===== src/rtl/boid_pkg.sv =====
// Shared screen geometry, bus widths and plotter state encoding for the boid pipeline.
package boid_pkg;

   localparam int SCREEN_W = 640;
   localparam int SCREEN_H = 480;
   localparam int ADDR_W   = 19;
   localparam int COLOR_W  = 8;
   localparam int X_W      = 10;
   localparam int Y_W      = 9;

   typedef enum logic [2:0] {
      IDLE,
      CALC,
      WAIT_FRAME,
      ERASE,
      DRAW
   } state_t;

endpackage


===== src/rtl/pixel_addr_calc.sv =====
// Clamps a boid coordinate to the visible screen and turns it into a linear
// frame-buffer address (x + 640*y), one register stage per step.
module pixel_addr_calc
   import boid_pkg::*;
(
   input  logic              clock,
   input  logic              load,
   input  logic              calc,
   input  logic [X_W-1:0]    x_loc,
   input  logic [Y_W-1:0]    y_loc,
   output logic [ADDR_W-1:0] addr
);

   logic [X_W-1:0]    x_p0;
   logic [Y_W-1:0]    y_p0;
   logic [ADDR_W-1:0] addr_p1;

   function automatic logic [X_W-1:0] sat_x(input logic [X_W-1:0] x);
      return (x > X_W'(SCREEN_W - 1)) ? X_W'(SCREEN_W - 1) : x;
   endfunction

   function automatic logic [Y_W-1:0] sat_y(input logic [Y_W-1:0] y);
      return (y > Y_W'(SCREEN_H - 1)) ? Y_W'(SCREEN_H - 1) : y;
   endfunction

   // p0: clamped coordinate captured on acceptance
   always_ff @(posedge clock) begin
      if (load) begin
         x_p0 <= sat_x(x_loc);
         y_p0 <= sat_y(y_loc);
      end
   end

   // p1: 640*y built from two shifts so no multiplier is needed
   always_ff @(posedge clock) begin
      if (calc) begin
         addr_p1 <= ADDR_W'(x_p0) + (ADDR_W'(y_p0) << 9) + (ADDR_W'(y_p0) << 7);
      end
   end

   assign addr = addr_p1;

endmodule


===== src/rtl/boid_plotter.sv =====
// Plots one boid per frame: erases its previous pixel, then draws the new one during blanking.
// Define BOID_PLOTTER_TRAIL_EN to skip the erase and leave trails behind.
module boid_plotter
   import boid_pkg::*;
#(
   parameter logic [COLOR_W-1:0] BOID_COLOR = 8'hFF,
   parameter logic [COLOR_W-1:0] BG_COLOR   = 8'h00
) (
   input  logic               clock,
   input  logic               reset,
   input  logic [X_W-1:0]     x_loc,
   input  logic [Y_W-1:0]     y_loc,
   input  logic               loc_valid,
   output logic               loc_ready,
   input  logic               frame_start,
   output logic               wr_en,
   output logic [ADDR_W-1:0]  wr_addr,
   output logic [COLOR_W-1:0] wr_data,
   output logic               busy
);

   state_t            state, state_nxt;
   logic              pending, prev_valid, accept, go;
   logic [ADDR_W-1:0] addr, prev_addr;

   assign loc_ready = (state == IDLE);
   assign busy      = (state != IDLE);
   assign accept    = loc_valid && loc_ready;

   pixel_addr_calc u_addr_calc (
      .clock (clock),
      .load  (accept),
      .calc  (state == CALC),
      .x_loc (x_loc),
      .y_loc (y_loc),
      .addr  (addr)
   );

   always_comb begin
      state_nxt = state;
      go        = 1'b0;
      case (state)
         IDLE:       if (accept) state_nxt = CALC;
         CALC:       state_nxt = WAIT_FRAME;
         WAIT_FRAME: begin
            if (frame_start || pending) begin
               go = 1'b1;
`ifdef BOID_PLOTTER_TRAIL_EN
               state_nxt = DRAW;
`else
               state_nxt = ERASE;
`endif
            end
         end
         ERASE:      state_nxt = DRAW;
         DRAW:       state_nxt = IDLE;
         default:    state_nxt = IDLE;
      endcase
   end

   // Write strobes are registered from the next state so each write lines up with its state.
   always_ff @(posedge clock or posedge reset) begin
      if (reset) begin
         state      <= IDLE;
         pending    <= 1'b0;
         prev_valid <= 1'b0;
         prev_addr  <= '0;
         wr_en      <= 1'b0;
         wr_addr    <= '0;
         wr_data    <= '0;
      end else begin
         state <= state_nxt;
         if (state == CALC && frame_start) pending <= 1'b1;
         else if (go)                      pending <= 1'b0;
         if (state == DRAW) begin
            prev_addr  <= addr;
            prev_valid <= 1'b1;
         end
         wr_en <= 1'b0;
         if (state_nxt == ERASE) begin
            wr_en   <= prev_valid;
            wr_addr <= prev_addr;
            wr_data <= BG_COLOR;
         end else if (state_nxt == DRAW) begin
            wr_en   <= 1'b1;
            wr_addr <= addr;
            wr_data <= BOID_COLOR;
         end
      end
   end

endmodule


===== config.mk =====
export PLATFORM = sky130hd
export DESIGN_NAME = boid_plotter
export DESIGN_NICKNAME = d
export VERILOG_FILES = /design/src/rtl/boid_pkg.sv /design/src/rtl/pixel_addr_calc.sv /design/src/rtl/boid_plotter.sv
export SDC_FILE = /design/constraint.sdc
export NUM_CORES = 1
export LEC_CHECK = 0
export CAP_MARGIN = 0
export CORE_AREA = 4 4 89 154
export CTS_CLUSTER_DIAMETER = 150
export DETAILED_ROUTE_END_ITERATION = 7
export DIE_AREA = 0 0 93 158
export GPL_TIMING_DRIVEN = 0
export PLACE_DENSITY_LB_ADDON = 0.08
export SLEW_MARGIN = 10
export SYNTH_ARGS = -nofsm -noshare
export SYNTH_HDL_FRONTEND = slang
export SYNTH_SLANG_ARGS = --single-unit
export TNS_END_PERCENT = 20

===== constraint.sdc =====
create_clock -name clock -period 3.18 [get_ports clock]
set_input_delay 0.318 -clock clock [delete_from_list [all_inputs] [get_ports clock]]
set_output_delay 0.318 -clock clock [all_outputs]
set_load 0.03 [all_outputs]

==> reports/summary.txt, run 1 <==
outcome = complete, no violations
setup_tns = 0 ns
remaining antenna violation count = 0
Sink Count = 83
first-pass GRT wire length = 11500 um
Final Skew = 0.00653 ns
gr usage total = 0.102
io pins = 53
crit path kind = register to register
most frequent cells in the layout = clkdlybuf4s50_1, dfrtp_1, nand2_1
Final period util = 0.797
Skew-Pair Late Insertion Delay = 0.33 ns
Lkg Pwr = 1.94 nW
worst-margin pin slew = 0.953 ns
max_cap viols = 0
WP data arrival = 2.61 ns
syn_nets = 322
largest net degree at the start of global routing = 35
CTS tree = yes
cell depth of the worst flop-to-flop path = 6
root buffer cell = clkbuf_16
DRT iter0 DRCs = 77
Die X = 93 um
DRC viols = 0
global placement routability congestion = 0.698
Worst Setup End Kind = register
max-slew violation count = 0
nets@finish = 387
RSZ-0062 raised after global routing = false
synthesized cell area = 3670 um^2
FMAX = 395 MHz
ys flop type = dfrtp_1
Hold Vio Cnt, Final = 0
IR drop worst, VDD = 0.269 mV
vias in the first global route = 2290
total power = 4.80 mW
Critical Path RT = 3.26 ns
Hold Path Class = primary input to async pin
H-Tree Depth = 3
drt total wl = 6610 um
layout cell share with drive strength beyond 1 = 0.126
hold_buf cts = 0
Crit Path Max Fanout = 2
# rows = 54
endpoints failing setup = 0
Synth Instances = 280
post-CTS sizing = 0
DR WL/cell = 12.8 um
PortBufs = 52
total CTS buffers = 9
via count = 2251
Avg Synthesized Cell Area = 13.1 um^2
Starting Density = 0.295
vias per inst = 4.35
FF-to-FF End = u_addr_calc.addr[18]
min Tclk post-route = 2.53 ns
Cell variety after synth = 38
antenna violations before repair = 0
Core Area = 12400 um^2
Seq cells post-synth = 83
post-synthesis async set-or-reset flop share = 0.542
Antenna diodes = 0
clock-pin slew on the worst setup and hold paths = 0.07 ns
Die Ht = 158 um
Synth Warn # = 0
Post-CTS Setup Bufs = 0
Slew HR = 0.365
Seq/Total Area, Yosys = 0.617
PwrDens = 1020 nW/um^2
Die Area = 14700 um^2
Reg2Reg Launch Point = u_addr_calc.y_p0[0]
Detailed Place HPWL = 4970 um
Post-synth EDFFs = 38
crit start category = register
area delta synth->final = 28.5%
Max Root-Sink Buffers = 2
# fillers = 1259
commonest non-fill, non-tap cell in the layout = clkdlybuf4s50_1
register-to-register setup slack = 0.65 ns
Congestion Overflow GR = 0
drt pass-1 iters = 4
stage by stage:
step / area (um^2) / util / hold WS (ns) / setup WS (ns) / cells
after CTS: 4720 / 0.380 / 0.234 / 0.588 / 518
after global placement: 4400 / 0.354 / 0.402 / -0.00106 / 500
after global routing: 4720 / 0.380 / 0.279 / 0.481 / 518
after detailed placement: 4440 / 0.357 / 0.407 / 0.597 / 502
after floorplan: 3670 / - / 0.400 / 0.773 / 280
final: 4720 / 0.380 / 0.240 / 0.647 / 518
how the worst max path moves through the flow:
stage	cells after the start	slack [ns]	endpoint	startpoint
floorplan	2	0.77	u_addr_calc.addr[0]	state[1]
global placement	2	-0.001	u_addr_calc.addr[17]	state[1]
detailed placement	6	0.60	u_addr_calc.addr[18]	u_addr_calc.y_p0[0]
CTS	6	0.59	u_addr_calc.addr[18]	u_addr_calc.y_p0[0]
global route	6	0.48	u_addr_calc.addr[18]	u_addr_calc.y_p0[0]
finish	6	0.65	u_addr_calc.addr[18]	u_addr_calc.y_p0[0]
per-layer routing:
layer  GRT usage  part of all wire  vias up
li1            -                 -     1136
met4      0.0524             0.022        0
met1       0.111              0.41     1065
met2       0.180              0.53       43
met5           0                 0        -
met3      0.0257             0.038        7
cells in the mapped netlist (all sizes together), types with 3 or more instances:
cell	number	area, um^2
dfrtp	45	1130
nand2	41	154
edfxtp	38	1140
a22oi	19	143
mux2	19	214
buf	17	116
ha	17	213
nand2b	14	87.6
nor2	8	30.0
nand3	7	35.0
o21ai	6	30.0
xnor2	6	52.6
a21oi	5	25.0
inv	5	18.8
clkbuf	4	15.0
o21bai	3	22.5
flip-flops by register name, indices dropped and copies added (netlist names):
signal / count
prev_addr: 19
u_addr_calc.addr: 19
wr_addr: 19
u_addr_calc.x_p0: 10
u_addr_calc.y_p0: 9
state: 3
pending: 1
prev_valid: 1
wr_data: 1
wr_en: 1
where the power goes:
group | switching (mW) | internal [mW] | leakage, nW | total [mW]
sequential | 0.204 | 1.62 | 0.905 | 1.82
combinational | 1.12 | 0.869 | 0.895 | 1.99
clock | 0.445 | 0.543 | 0.139 | 0.988
cell families after synthesis:
kind of cell	count (synthesis)	share of synthesized area
AOI/OAI and AO/OA	43	0.0869
xor gates and xnor gates	8	0.0191
adders and majority gates	19	0.0688
buffers and inverters	26	0.0409
DFF	83	0.617
muxes	19	0.0582
and+or+nand+nor	82	0.109
worst max-delay path, cell delays in order, from the launching register on:
cell and delay (ns):
edfxtp_1 0.43, fa_1 0.55, fa_1 0.47, a21oi_1 0.24, o211ai_1 0.19, o31ai_2 0.27, o21ai_0 0.13
area by class of cell:
type	instances	area [um^2]	area share
repair buffers	54	548	0.116
plain buffers	21	131	0.0278
clock inverters	7	58.8	0.0125
clock buffers	9	225	0.0477
flip-flops and latches	83	2270	0.480
multi-input cells	171	1260	0.267
inverters	5	18.8	0.00398
well taps	168	210	0.0445
(Power assumes the default switching activity.)
==> run 2, diff against run 1 <==
==> constraint.sdc (replaced) <==
create_clock -name clock -period 2.05 [get_ports clock]
set_input_delay 0.205 -clock clock [delete_from_list [all_inputs] [get_ports clock]]
set_output_delay 0.205 -clock clock [all_outputs]
set_load 0.03 [all_outputs]
==> run 2 against run 1 <==
The run now ends with negative setup slack left. Critical path depth grew 1. Register-to-register slack worse by 0.88 ns. Non-clock buffer count increased by 4. First-iteration DRC count shrank 22%. Wire length up 3.3%. Clock skew decreased by 0.0013 ns. Via count is 0.76% lower. Combinational power rose by 68%. Sequential cell count unchanged. Critical endpoint is now u_addr_calc.addr[17]. Hold slack worse by 0.065 ns. Largest cell class unchanged. Maximum frequency up 11%.
==> reports/summary.txt, run 2 (synthesized netlist as in run 1, its figures left out) <==
Inst Count DP = 502 (unchanged)
Final period util = 1.11 (+0.317)
max-slew violation count = 0 (unchanged)
Slew HR = 0.486 (+0.122)
WP data arrival = 2.36 ns (-0.25 ns)
Critical Path, Cell by Cell = fa_2 > buf_4 > ha_4 > a21oi_2 > o211ai_1 > o221ai_1 > xnor2_1
total CTS buffers = 9 (unchanged)
antenna violations before repair = 0 (unchanged)
Sink Count = 83 (unchanged)
Critical Path RT = 2.13 ns (-1.13 ns)
Die Area = 14700 um^2 (unchanged)
# fillers = 1248 (-0.87%)
H-Tree Depth = 3 (unchanged)
DRC viols = 0 (unchanged)
FMAX = 438 MHz (+11%)
commonest non-fill, non-tap cell in the layout = clkdlybuf4s50_1
RSZ-0062 raised after global routing = true
area delta synth->final = 34.0%
drt total wl = 6830 um (+3.3%)
PwrDens = 1610 nW/um^2 (+58%)
Die Ht = 158 um (unchanged)
layout cell share with drive strength beyond 1 = 0.175 (+0.0494)
DR WL/cell = 13.1 um (+2.5%)
remaining antenna violation count = 0 (unchanged)
Lkg Pwr = 1.99 nW (+2.6%)
crit path kind = register to register
Hold Vio Cnt, Final = 0 (unchanged)
Final WS setup = -0.232 ns (-0.879 ns)
Core Area = 12400 um^2 (unchanged)
Antenna diodes = 0 (unchanged)
clock-pin slew on the worst setup and hold paths = 0.06 ns (about the same)
global placement routability congestion = 0.679 (-2.8%)
slowest stage delay, CP = 0.51 ns (-0.04 ns)
CTS tree = yes
drt pass-1 iters = 4 (unchanged)
vias per inst = 4.28 (-1.5%)
hold_buf cts = 0 (unchanged)
outcome = complete, but fails checks
largest net degree at the start of global routing = 31 (-11%)
# rows = 54 (unchanged)
Hold Path Class = primary input to async pin
Congestion Overflow GR = 0 (unchanged)
max_cap viols = 0 (unchanged)
failing checks = negative setup slack
io pins = 53 (unchanged)
endpoints failing setup = 6 (+6)
DRT iter0 DRCs = 60 (-22%)
min Tclk post-route = 2.28 ns (-0.251 ns)
non-filler instance count after layout = 522 (+0.77%)
worst hold slack = 0.175 ns (-0.0651 ns)
nets@finish = 391 (+1.0%)
Crit Path Max Fanout = 2 (unchanged)
Worst Setup End Kind = register
IR drop worst, VDD = 0.477 mV (+78%)
Max Root-Sink Buffers = 2 (unchanged)
Skew-Pair Late Insertion Delay = 0.33 ns (about the same)
Starting Density = 0.295 (unchanged)
via count = 2234 (-0.76%)
vias in the first global route = 2328 (+1.7%)
crit start category = register
most frequent cells in the layout = clkdlybuf4s50_1, dfrtp_1, nand2_1
Layout Utilization = 0.396 (+0.0163)
root buffer cell = clkbuf_16
Detailed Place HPWL = 4960 um (-0.27%)
PortBufs = 52 (unchanged)
total power = 7.93 mW (+65%)
first-pass GRT wire length = 11600 um (+1.4%)
gr usage total = 0.102 (+0.000737)
Final Skew = 0.00523 ns (-0.00130 ns)
Die X = 93 um (unchanged)
worst-margin pin slew = 0.762 ns (-0.191 ns)
CP max-delay cell = fa_2
run 2: per-layer routing:
layer	part of all wire	vias up	global-route usage
met2	0.53	43	0.177
met3	0.043	10	0.0247
li1	-	1135	-
met4	0.022	0	0.0503
met1	0.41	1046	0.118
met5	0	-	0
run 2: what timing repair did:
action	4_1_cts	5_1_grt
resized for setup	16	4
buffers inserted	3	1
pin swaps	15	5
setup endpoints to repair	28	7
run 2: critical path: cells and delay by family, from the launching register on:
kind            cells  cell delay, ns
xor+xnor            1            0.15
flops               1            0.42
compound gates      3            0.52
buf+inv             1            0.16
fa+ha+maj           2            0.78
run 2: final timing paths:
kind | depth (start not counted) | endpoint | slack [ns] | from
max reg2reg | 7 | u_addr_calc.addr[17] | -0.23 | u_addr_calc.y_p0[2]
max | 7 | u_addr_calc.addr[17] | -0.23 | u_addr_calc.y_p0[2]
max in group asynchronous | 3 | prev_addr[1] | 1.38 | reset
min | 2 | wr_addr[16] | 0.17 | reset
min in group clock | 0 | u_addr_calc.addr[1] | 0.42 | u_addr_calc.x_p0[1]
min reg2reg | 0 | u_addr_calc.addr[1] | 0.42 | u_addr_calc.x_p0[1]
run 2: cell type report:
cell class	count	area [um^2]	share of cell area
multi-input cells	171	1380	0.281
flip-flops and latches	83	2270	0.460
clock inverters	7	101	0.0206
clock buffers	9	225	0.0457
inverters	5	18.8	0.00381
plain buffers	21	134	0.0272
well taps	168	210	0.0427
repair buffers	58	583	0.118
run 2: report_power, final:
group	internal, mW	total, mW	switching [mW]
logic	1.52	3.35	1.83
registers	2.51	2.84	0.331
clock network	1.08	1.74	0.666
run 2: through the flow:
stage | worst slack, ns | TNS [ns] | area, um^2
floorplan | -0.294 | -6.15 | 3680
global placement | -0.521 | -15.33 | 4410
detailed placement | -0.528 | -2.15 | 4450
CTS | -0.277 | -0.916 | 4880
global route | -0.325 | -1.53 | 4920
finish | -0.232 | -1.00 | 4920
